[src/rtl/const_mult_pipe.sv]
// Pipelined unsigned multiply-by-constant: y = round(x*K / 2^FRAC), saturated to OUT_W bits.
// Three register stages share one enable. Data moves on a valid/ready handshake.
module const_mult_pipe #(
  parameter int IN_W  = 21,
  parameter int K     = 43,
  parameter int K_W   = 6,
  parameter int FRAC  = 0,
  parameter int OUT_W = 30
) (
  input  logic             clk,
  input  logic             rst,
  input  logic             in_valid,
  output logic             in_ready,
  input  logic [IN_W-1:0]  x,
  output logic             out_valid,
  input  logic             out_ready,
  output logic [OUT_W-1:0] y,
  output logic             sat,
  output logic             ovf_flag,
  input  logic             clr_ovf
);

  localparam int PW = IN_W + K_W;
  localparam int RW = PW + 1;
  // The compare width always leaves at least one bit above OUT_W to detect overflow.
  localparam int CW = (RW > OUT_W) ? RW : OUT_W + 1;
  localparam logic [K_W-1:0] K_BITS = K_W'(K);

  if (K < 1 || K >= (1 << K_W) || FRAC < 0 || FRAC > IN_W + K_W - 1) begin : g_param_check
    $error("const_mult_pipe: illegal K/K_W/FRAC combination");
  end

  logic             en;
  logic [IN_W-1:0]  x1_q, x1_d;
  logic             v1_q, v1_d;
  logic [PW-1:0]    p_q, p_d;
  logic             v2_q, v2_d;
  logic [OUT_W-1:0] y_q, y_d;
  logic             sat_q, sat_d;
  logic             out_valid_q, out_valid_d;
  logic             sat_new_q, sat_new_d;
  logic             ovf_flag_q, ovf_flag_d;

  logic [PW-1:0]    prod;
  logic [RW-1:0]    r;
  logic [CW-1:0]    r_wide;
  logic             r_sat;
  logic [OUT_W-1:0] r_y;

  // One shifted copy of x per set bit of K.
  always_comb begin
    prod = '0;
    for (int i = 0; i < K_W; i++) begin
      if (K_BITS[i]) prod = prod + (PW'(x1_q) << i);
    end
  end

  if (FRAC > 0) begin : g_round
    localparam logic [RW-1:0] HALF = RW'(1) << (FRAC - 1);
    assign r = ({1'b0, p_q} + HALF) >> FRAC;
  end else begin : g_no_round
    assign r = {1'b0, p_q};
  end

  assign r_wide = CW'(r);
  assign r_sat  = |r_wide[CW-1:OUT_W];
  assign r_y    = r_sat ? {OUT_W{1'b1}} : r_wide[OUT_W-1:0];

  // NOTE: every *_d gets a hold default first so no path through this block infers a latch.
  always_comb begin
    en          = ~out_valid_q | out_ready;
    x1_d        = x1_q;
    v1_d        = v1_q;
    p_d         = p_q;
    v2_d        = v2_q;
    y_d         = y_q;
    sat_d       = sat_q;
    out_valid_d = out_valid_q;
    if (en) begin
      x1_d        = x;
      v1_d        = in_valid;
      p_d         = prod;
      v2_d        = v1_q;
      y_d         = r_y;
      sat_d       = r_sat;
      out_valid_d = v2_q;
    end
    // Single-cycle marker for a fresh saturated result, so a stalled output sets the flag once.
    sat_new_d  = en & v2_q & r_sat;
    ovf_flag_d = (ovf_flag_q & ~clr_ovf) | sat_new_q;
  end

  always_ff @(posedge clk) begin
    if (rst) begin
      v1_q        <= 1'b0;
      v2_q        <= 1'b0;
      y_q         <= '0;
      sat_q       <= 1'b0;
      out_valid_q <= 1'b0;
      sat_new_q   <= 1'b0;
      ovf_flag_q  <= 1'b0;
    end else begin
      v1_q        <= v1_d;
      v2_q        <= v2_d;
      y_q         <= y_d;
      sat_q       <= sat_d;
      out_valid_q <= out_valid_d;
      sat_new_q   <= sat_new_d;
      ovf_flag_q  <= ovf_flag_d;
    end
  end

  // NOTE: stage data registers carry no reset; their valid bits alone say whether they hold anything.
  always_ff @(posedge clk) begin
    x1_q <= x1_d;
    p_q  <= p_d;
  end

  assign in_ready  = en;
  assign out_valid = out_valid_q;
  assign y         = y_q;
  assign sat       = sat_q;
  assign ovf_flag  = ovf_flag_q;

endmodule

[config.mk]
export PLATFORM = sky130hd
export DESIGN_NAME = const_mult_pipe
export DESIGN_NICKNAME = d
export VERILOG_FILES = /design/src/rtl/const_mult_pipe.sv
export SDC_FILE = /design/constraint.sdc
export NUM_CORES = 1
export LEC_CHECK = 0
export CAP_MARGIN = 20
export CORE_MARGIN = 2
export CORE_UTILIZATION = 56
export CTS_CLUSTER_SIZE = 12
export DETAILED_ROUTE_END_ITERATION = 16
export GPL_TIMING_DRIVEN = 0
export PLACE_DENSITY = 0.86
export SYNTH_ARGS = -nofsm -noshare
export SYNTH_HDL_FRONTEND = slang
export SYNTH_SLANG_ARGS = --single-unit
export TNS_END_PERCENT = 20
[constraint.sdc]
create_clock -name clk -period 4.4 [get_ports clk]
set_input_delay 0.66 -clock clk [delete_from_list [all_inputs] [get_ports clk]]
set_output_delay 0.66 -clock clk [all_outputs]
set_load 0.05 [all_outputs]
After elaboration in Yosys (flattened, before gate mapping)

Index checks and enable logic that the tools add are counted.
Widths: inputs -> output; s select.

Register bits after elaboration: 79
Input port bits: 26
Output and inout port bits: 34
Logic and storage cells: 14

Add/sub/neg operators: 3
Bitwise operators: 4

Operators with widths:

| cell           | number |
|---|---|
| $add 25x26->27 | 1 |
| $add 23x24->25 | 1 |
| $add 21x22->23 | 1 |
| $not 1->1      | 2 |
| $and 1x1->1    | 1 |
| $or 1x1->1     | 1 |

Depth between registers and ports, before layout

Word-level depth: 3
Depth in mapped cells: 13
Depth with buffers taken out: 12

Worst setup path before layout

OpenSTA, ideal clock, no wires.

Kind: input to output
Start: input port out_ready
End: output port in_ready
Data arrival time: 2.702 ns
Required time: 3.740 ns
Path slack: 1.038 ns
Stages: 3
Path buffers: 1
Cells stage by stage: nor2b_1 inv_1 clkbuf_1

Word-level cells in the longest chain between the ends: 1

Ends and longest elaborated chain:

| what            | RTL line | text |
|---|---|---|
| start, declared | 16       | `input logic out_ready,` |
| $or 1x1->1      | 71       | `en = ~out_valid_q \| out_ready;` |
| end, declared   | 13       | `output logic in_ready,` |

Every way passes these cells.

Final worst setup path

Start: register x1_q[2]
End: register p_q[19], data pin

Word-level cells in the longest chain between the ends: 3

Ends and longest elaborated chain:

| what                   | RTL line | text |
|---|---|---|
| start, declared        | 34       | `logic [IN_W-1:0] x1_q, x1_d;` |
| start signal, assigned | 115      | `x1_q <= x1_d;` |
| $add 21x22->23         | 54       | `if (K_BITS[i]) prod = prod + (PW'(x1_q) << i);` |
| $add 23x24->25         | 54       |  |
| $add 25x26->27 *       | 54       |  |
| via prod[19]           | 44       | `logic [PW-1:0] prod;` |
| end signal, assigned   | 116      | `p_q <= p_d;` |
| end, declared          | 36       | `logic [PW-1:0] p_q, p_d;` |

Mark *: on every way through the listed nets, which the timed path passes. The rest lies on a longest branch.
A chain may end at the register's enable or synchronous reset.

==> results <==
- Counting along the longest clock path gives a buffer depth of 2.
- The share of the synthesized area in the top cell type is between 20 and 30%.
- For this block, the routed nets add up to between 9000 and 10000 um of wire.
- The library cell used most frequently in the layout, excluding fill and tap cells, is nand2_1.
- The number of max-capacitance violations reported is 0.
- The via count is 3461.
- The number of gates resized after CTS was 0.
- Before antenna repair, the detailed router went through 5 iterations.
- During I/O placement, the number of pins put on the boundary was 60.
- The initial utilization of the core area, before any placement, comes to 58.2%.
- The overall die width is 96.8 um.
- The cell family with the largest share of critical-path delay is adder cells.
- The multi-input combinational cells in the finished layout cover a total of 0.00245 mm^2.
- The run finished with clean final reports.
- In this run, post-CTS hold repair placed 0 buffers.
- The area growth from synthesis to layout is 18.6%.
- The placement row count is 33.
- The first-pass GRT wire length is ~16000 um.
- For the pin with the worst max-slew slack, the measured transition is 0.591 ns.
- The headroom to the max-slew limit is 60.6%.
- The floorplan core area is 0.00830 mm^2.
- The first routing iteration left 202 violations.
- Fill cells in the final layout number 640.
- The path class of the tightest hold or removal check is flip-flop to flip-flop.
- The H-tree was split into 3 levels.
- The shortest clock period the worst path allows after layout is 3.72 ns.
- Leaving out fill and tap cells, the most frequent cells in the layout are nand2_1 (76), inv_1 (58), clkdlybuf4s50_1 (55), edfxtp_1 (48), a21oi_1 (46).
- The startpoint type of the worst setup path is a flip-flop.
- Power spread over the standard cell area amounts to 546 mW/mm^2.
- Setup violations remaining at the end of the flow were counted as 0.
- The via count of the first global-routing pass is 3522.
- In the synthesized netlist the async set-or-reset flop fraction comes to 0%.
- The maximum resistive drop on vdd is 0.000243 V.
- The sequential cells in the finished layout cover a total of 0.00206 mm^2.
- In the post-synthesis netlist, the biggest area contributors are edfxtp_1 (30%), fa_1 (15%), dfxtp_1 (13%), ha_1 (8.8%), nand2_1 (5.9%).
- The Yosys step of the flow raised 0 warnings.
- The aggregate negative setup slack is 0 ns.
- The fraction of the cycle the final worst path needs is 84.6%.
- The total die area is 0.00938 mm^2.
- 0 antenna diodes ended up in the layout.
- The worst-case clock skew is between 0.015 and 0.02 ns.
- The fraction of layout instances using a drive strength above 1 is 5.78%.
- STA classifies the critical path endpoint as a flip-flop.
- For the worst setup path, the data required time is ~4.5 ns.
- The number of failing hold endpoints at the final stage came to 0.
- The port buffer count is 55.
- The number of buffers and inverters on the critical path is 2.
- The number of max-slew violations in the final report is 0.
- For this run, the number of standard cells in the final layout without fillers is 641.
- The CTS clock-pin slew for the worst setup and hold paths is 0.09 ns.
- The chip height is approximately 97 um.
- The critical path data arrival time is 3.82 ns.
- The cell with the largest stage delay on the worst path is fa_1.
- The cell taking the most area after synthesis is edfxtp_1.
- The routed wire length per instance is 15.0 um.
- The total global routing track utilization is 21.5%.
- After synthesis, the netlist uses a little under 50 different library cells.
- The proportion of synthesized chip area in sequential cells is 42.7%.
- The total number of nets in the final design is ~630.
- The count of nets left with antenna violations once routing finished came out at 0.
- The tree is rooted in a clkbuf_8.
- Entering global routing, the biggest net connects 34 pins.
- The sink count of the clock tree is 79.
- The average instance in the mapped netlist occupies 10.5 um^2.
- Post-CTS timing repair inserted 0 buffers for setup.
- The signal on the critical path passes through inv_1, fa_1, inv_1, ha_1, ha_1, fa_1, a211oi_1, nor2_1, o311ai_0, o21ai_0, a21oi_1, xnor2_1.
- For this run, the leading register cell type out of synthesis is edfxtp_1.
- In this design, the stage delay of the slowest critical-path cell is 0.55 ns.
- In this run, synthesis produced a sequential element count of 79.
- The number of synthesized flops with an enable pin is 48.
- The number of placed cells counting well taps is 625.
- The number of buffers inserted during clock tree synthesis is 9.
- The post-synthesis cell count is 461.
- In this run the static leakage power is 0.00256 uW.
- The synthesized netlist occupies a cell area of 0.00483 mm^2.
- The initial antenna violation count was 0.
- The CTS tree is done.
- The half-perimeter wire length after detailed placement is 7510 um.
- The category of the most critical setup path is flip-flop to flip-flop.
- Setup repair after global routing left no endpoint under its margin.
- Of all nets on the critical path, the largest fanout is 4.
- The clock reaches the later pin of the worst-skew pair after around 0.36 ns.
- Derived from the worst setup path, the maximum achievable clock frequency is 269 MHz.
- The routability-driven placement congestion ratio is roughly 0.85.
- The overflow left after global routing is 0.
- For this run, design rule violations remaining after detail routing come to 0.
- In the routed layout, each cell is associated on average with a via count of around 5.4.
[state kept, by name (all words and copies together) (netlist names)]
signal     cells
out_valid      1
x1_q          21
v1_q           1
v2_q           1
ovf_flag       1
y             27
p_q           27
[layer usage]
metal / up-vias / share of wire [%] / GRT usage (%)
met1: 1634 / 44 / 27.3
met2: 109 / 49 / 37.8
li1: 1700 / - / -
met5: - / 0 / 0
met4: 0 / 1.5 / 4.77
met3: 18 / 4.7 / 4.84
[metrics by stage]
| stage | hold WS [ns] | util (%) | cell area, um^2 | power, uW | worst slack (ns) |
|---|---|---|---|---|---|
| 3_5_place_dp | 0.444 | 66.8 | 5540 | 2600 | 0.742 |
| 5_1_grt | 0.476 | 69.0 | 5720 | 3340 | 0.474 |
| 3_3_place_gp | 0.438 | 66.5 | 5520 | 2560 | -0.655 |
| 2_1_floorplan | 0.432 | - | 4840 | 2210 | 1.04 |
| 6_report | 0.450 | 69.0 | 5720 | 3120 | 0.679 |
| 4_1_cts | 0.453 | 69.0 | 5720 | 3120 | 0.724 |
[path summary, 6_finish.rpt]
path,startpoint,end,slack (ns),cells after the start
max,x1_q[2]$_DFFE_PP_,p_q[19]$_DFFE_PP_,0.68,12
min,y[14]$_SDFFE_PP0P_,y[14]$_SDFFE_PP0P_,0.45,2
min reg2reg,y[14]$_SDFFE_PP0P_,y[14]$_SDFFE_PP0P_,0.45,2
max reg2reg,x1_q[2]$_DFFE_PP_,p_q[19]$_DFFE_PP_,0.68,12
[worst register-to-register path: stages, from the launching register on]
cell and delay (ns):
edfxtp_1 0.38, inv_1 0.13, fa_1 0.55, inv_1 0.05, ha_1 0.29, ha_1 0.23, fa_1 0.44, a211oi_1 0.22
nor2_1 0.12, o311ai_0 0.44, o21ai_0 0.27, a21oi_1 0.23, xnor2_1 0.11
[cell families after synthesis]
family | synth area share, %
multiplexers | 0.207
XOR/XNOR | 2.90
AND/OR/NAND/NOR | 10.7
buffers and inverters | 6.82
AO/OA/AOI/OAI | 12.9
adder cells (fa/ha/maj) | 23.7
flip-flops | 42.7
other | 0.0777
[layout make-up]
cell class	instances	area share, %
plain buffers	19	1.97
multi-input cells	308	42.8
clock inverters	5	0.700
repair buffers	56	9.97
inverters	58	3.80
clock buffers	11	2.47
well taps	105	2.30
flip-flops and latches	79	36.0
[where the power goes]
group	switching (uW)	leakage [uW]	internal, uW
Clock	280	0.0000947	227
Combinational	924	0.00170	590
Sequential	70.6	0.000765	1030
Total	1280	0.00256	1850
[synth_stat cells, drive strengths merged, types with 2 or more instances]
master	count
a211o	2
a211oi	3
a21boi	2
a21o	15
a21oi	46
a311oi	2
a31oi	2
a41oi	2
and3	2
and4	2
buf	9
clkbuf	10
dfxtp	31
edfxtp	48
fa	36
ha	34
inv	58
nand2	76
nand3	5
nand4	3
nor2	16
nor3	2
nor3b	5
o211ai	2
o21a	2
o21ai	11
o21bai	2
o32ai	2
or2	2
xnor2	7
xor2	9
Note: power is estimated with default switching activity, not from simulation.
==> patch, RTL diff (config.mk and constraints unchanged) <==
Set the parameter `IN_W` to 29 (it was 21).
--- a/src/rtl/const_mult_pipe.sv
+++ b/src/rtl/const_mult_pipe.sv
@@ -1,7 +1,7 @@
 // Pipelined unsigned multiply-by-constant: y = round(x*K / 2^FRAC), saturated to OUT_W bits.
 // Three register stages share one enable. Data moves on a valid/ready handshake.
 module const_mult_pipe #(
-  parameter int IN_W  = 21,
+  parameter int IN_W  = 29,
   parameter int K     = 43,
   parameter int K_W   = 6,
   parameter int FRAC  = 0,
Interface: changed (resized x); port bits go from 60 to 68. No check against the original RTL was run, so the function may have changed too.
==> patch against the unedited design <==
- power up 21%
- die area up 29%
- routed wire length up 22%
- setup slack worse by 240 ps
- sequential cell count up 21
- final area up 29%
- utilization down 1.4 points
- cell count up 26%
- via count up 24%
- area after synthesis up 30%
- largest power group unchanged
==> patch: results (changes against the unedited design) <==
The final worst hold slack was 456 ps (+6.45 ps). The arrival time of the worst setup path was 3300 ps (-520 ps). The internal power component is 0.00235 W (+27%). The start point of the critical path is out_ready. The number of enable-type register cells in the synthesized netlist was 64 (+33%). The largest net degree at the start of global routing is 75 (+120%). The share of post-route cells with drive strength above 1 was 5.11% (-0.68 points).

The number of library cell types mapped by synthesis is 46 (-6.1%). The average cell area after synthesis was 10.7 µm² (+2.6%). The actual transition at the worst max-transition pin came out at 945 ps (+354 ps). The peak supply drop came out at 0.225 mV (-7.3%). The placed cell area came to 0.00711 mm² (+28%). The via count of the first global-routing pass came out at 4362 (+24%). The total wire length came out at 11800 µm (+22%). The final weighted congestion in routability-driven placement came out at 0.915 (+7.5%). In this run the most critical hold path is launched from sat_new_q$_SDFF_PP0_.

The starting DRC count in detailed routing is 364 (+80%). The number of inserted filler cells in the final layout is 810 (+27%). The flow ran to the end, and the final reports show no timing, DRC or antenna violations. The sequential-to-total area share from yosys stat came to 42.1% (-0.59 points).

The post-layout minimum cycle time came out at 3960 ps (+239 ps). The worst slack after detailed placement came out at 415 ps (-327 ps). The number of cells in the finished layout apart from fillers came out at 806 (+26%). The placed wire-length estimate came out at 9090 µm (+21%). The number of placed instances, taps included is 790 (+26%).

In the post-synthesis netlist, the biggest area contributors are sky130_fd_sc_hd__edfxtp_1 (31%), sky130_fd_sc_hd__fa_1 (17%), sky130_fd_sc_hd__dfxtp_1 (11%), sky130_fd_sc_hd__ha_1 (8.4%), sky130_fd_sc_hd__nor3_1 (5.3%).
[patch: worst max-delay path: stages]
cell                              delay [ps]
sky130_fd_sc_hd__clkdlybuf4s50_1         460
sky130_fd_sc_hd__nor2b_1                  40
sky130_fd_sc_hd__clkbuf_1                190
sky130_fd_sc_hd__clkinv_1                180
sky130_fd_sc_hd__clkbuf_4                770
sky130_fd_sc_hd__clkdlybuf4s50_1         950
[patch: cell type report]
type,count,area share [%]
Multi-Input combinational cell,379,44.0
Sequential cell,100,35.9
Timing Repair Buffer,66,8.98
Inverter,86,4.39
Tap cell,140,2.38
Clock buffer,11,2.08
Clock inverter,5,1.21
Buffer,19,1.02
[patch: cells by family after synthesis]
kind of cell             share of synthesized area (%)
AO/OA/AOI/OAI                                     10.2
XOR/XNOR                                          3.77
adder cells (fa/ha/maj)                           25.0
buffers and inverters                             6.28
flip-flops                                        42.1
AND/OR/NAND/NOR                                   12.6
[patch: worst paths after layout]
check        cells after the start                  end
min                              2  ovf_flag$_SDFF_PP0_
max                              6             in_ready
max reg2reg                     14    p_q[33]$_DFFE_PN_
min reg2reg                      2  ovf_flag$_SDFF_PP0_
[patch: power by group through the flow]
stage / clock network (W) / registers, W / logic, W
finish: 0.000701 / 0.00136 / 0.00173
global placement: 0 / 0.00137 / 0.00161
detailed placement: 0 / 0.00138 / 0.00169
floorplan: 0 / 0.00148 / 0.00120
CTS: 0.000709 / 0.00136 / 0.00171
global route: 0.000747 / 0.00139 / 0.00190
[patch: metal layers]
layer / vias to the layer above / wire, µm / track usage (%)
met5: - / 0 / 0
met4: 0 / 243 / 8.14
met3: 21 / 512 / 2.79
met2: 125 / 5710 / 34.3
met1: 2028 / 5300 / 28.6
li1: 2125 / - / -
[patch: per-stage QoR]
| step | util (%) | setup TNS, ps |
|---|---|---|
| floorplan | - | 0 |
| global placement | 65.3 | -12730 |
| detailed placement | 65.3 | 0 |
| CTS | 67.5 | 0 |
| global route | 67.5 | 0 |
| finish | 67.5 | 0 |
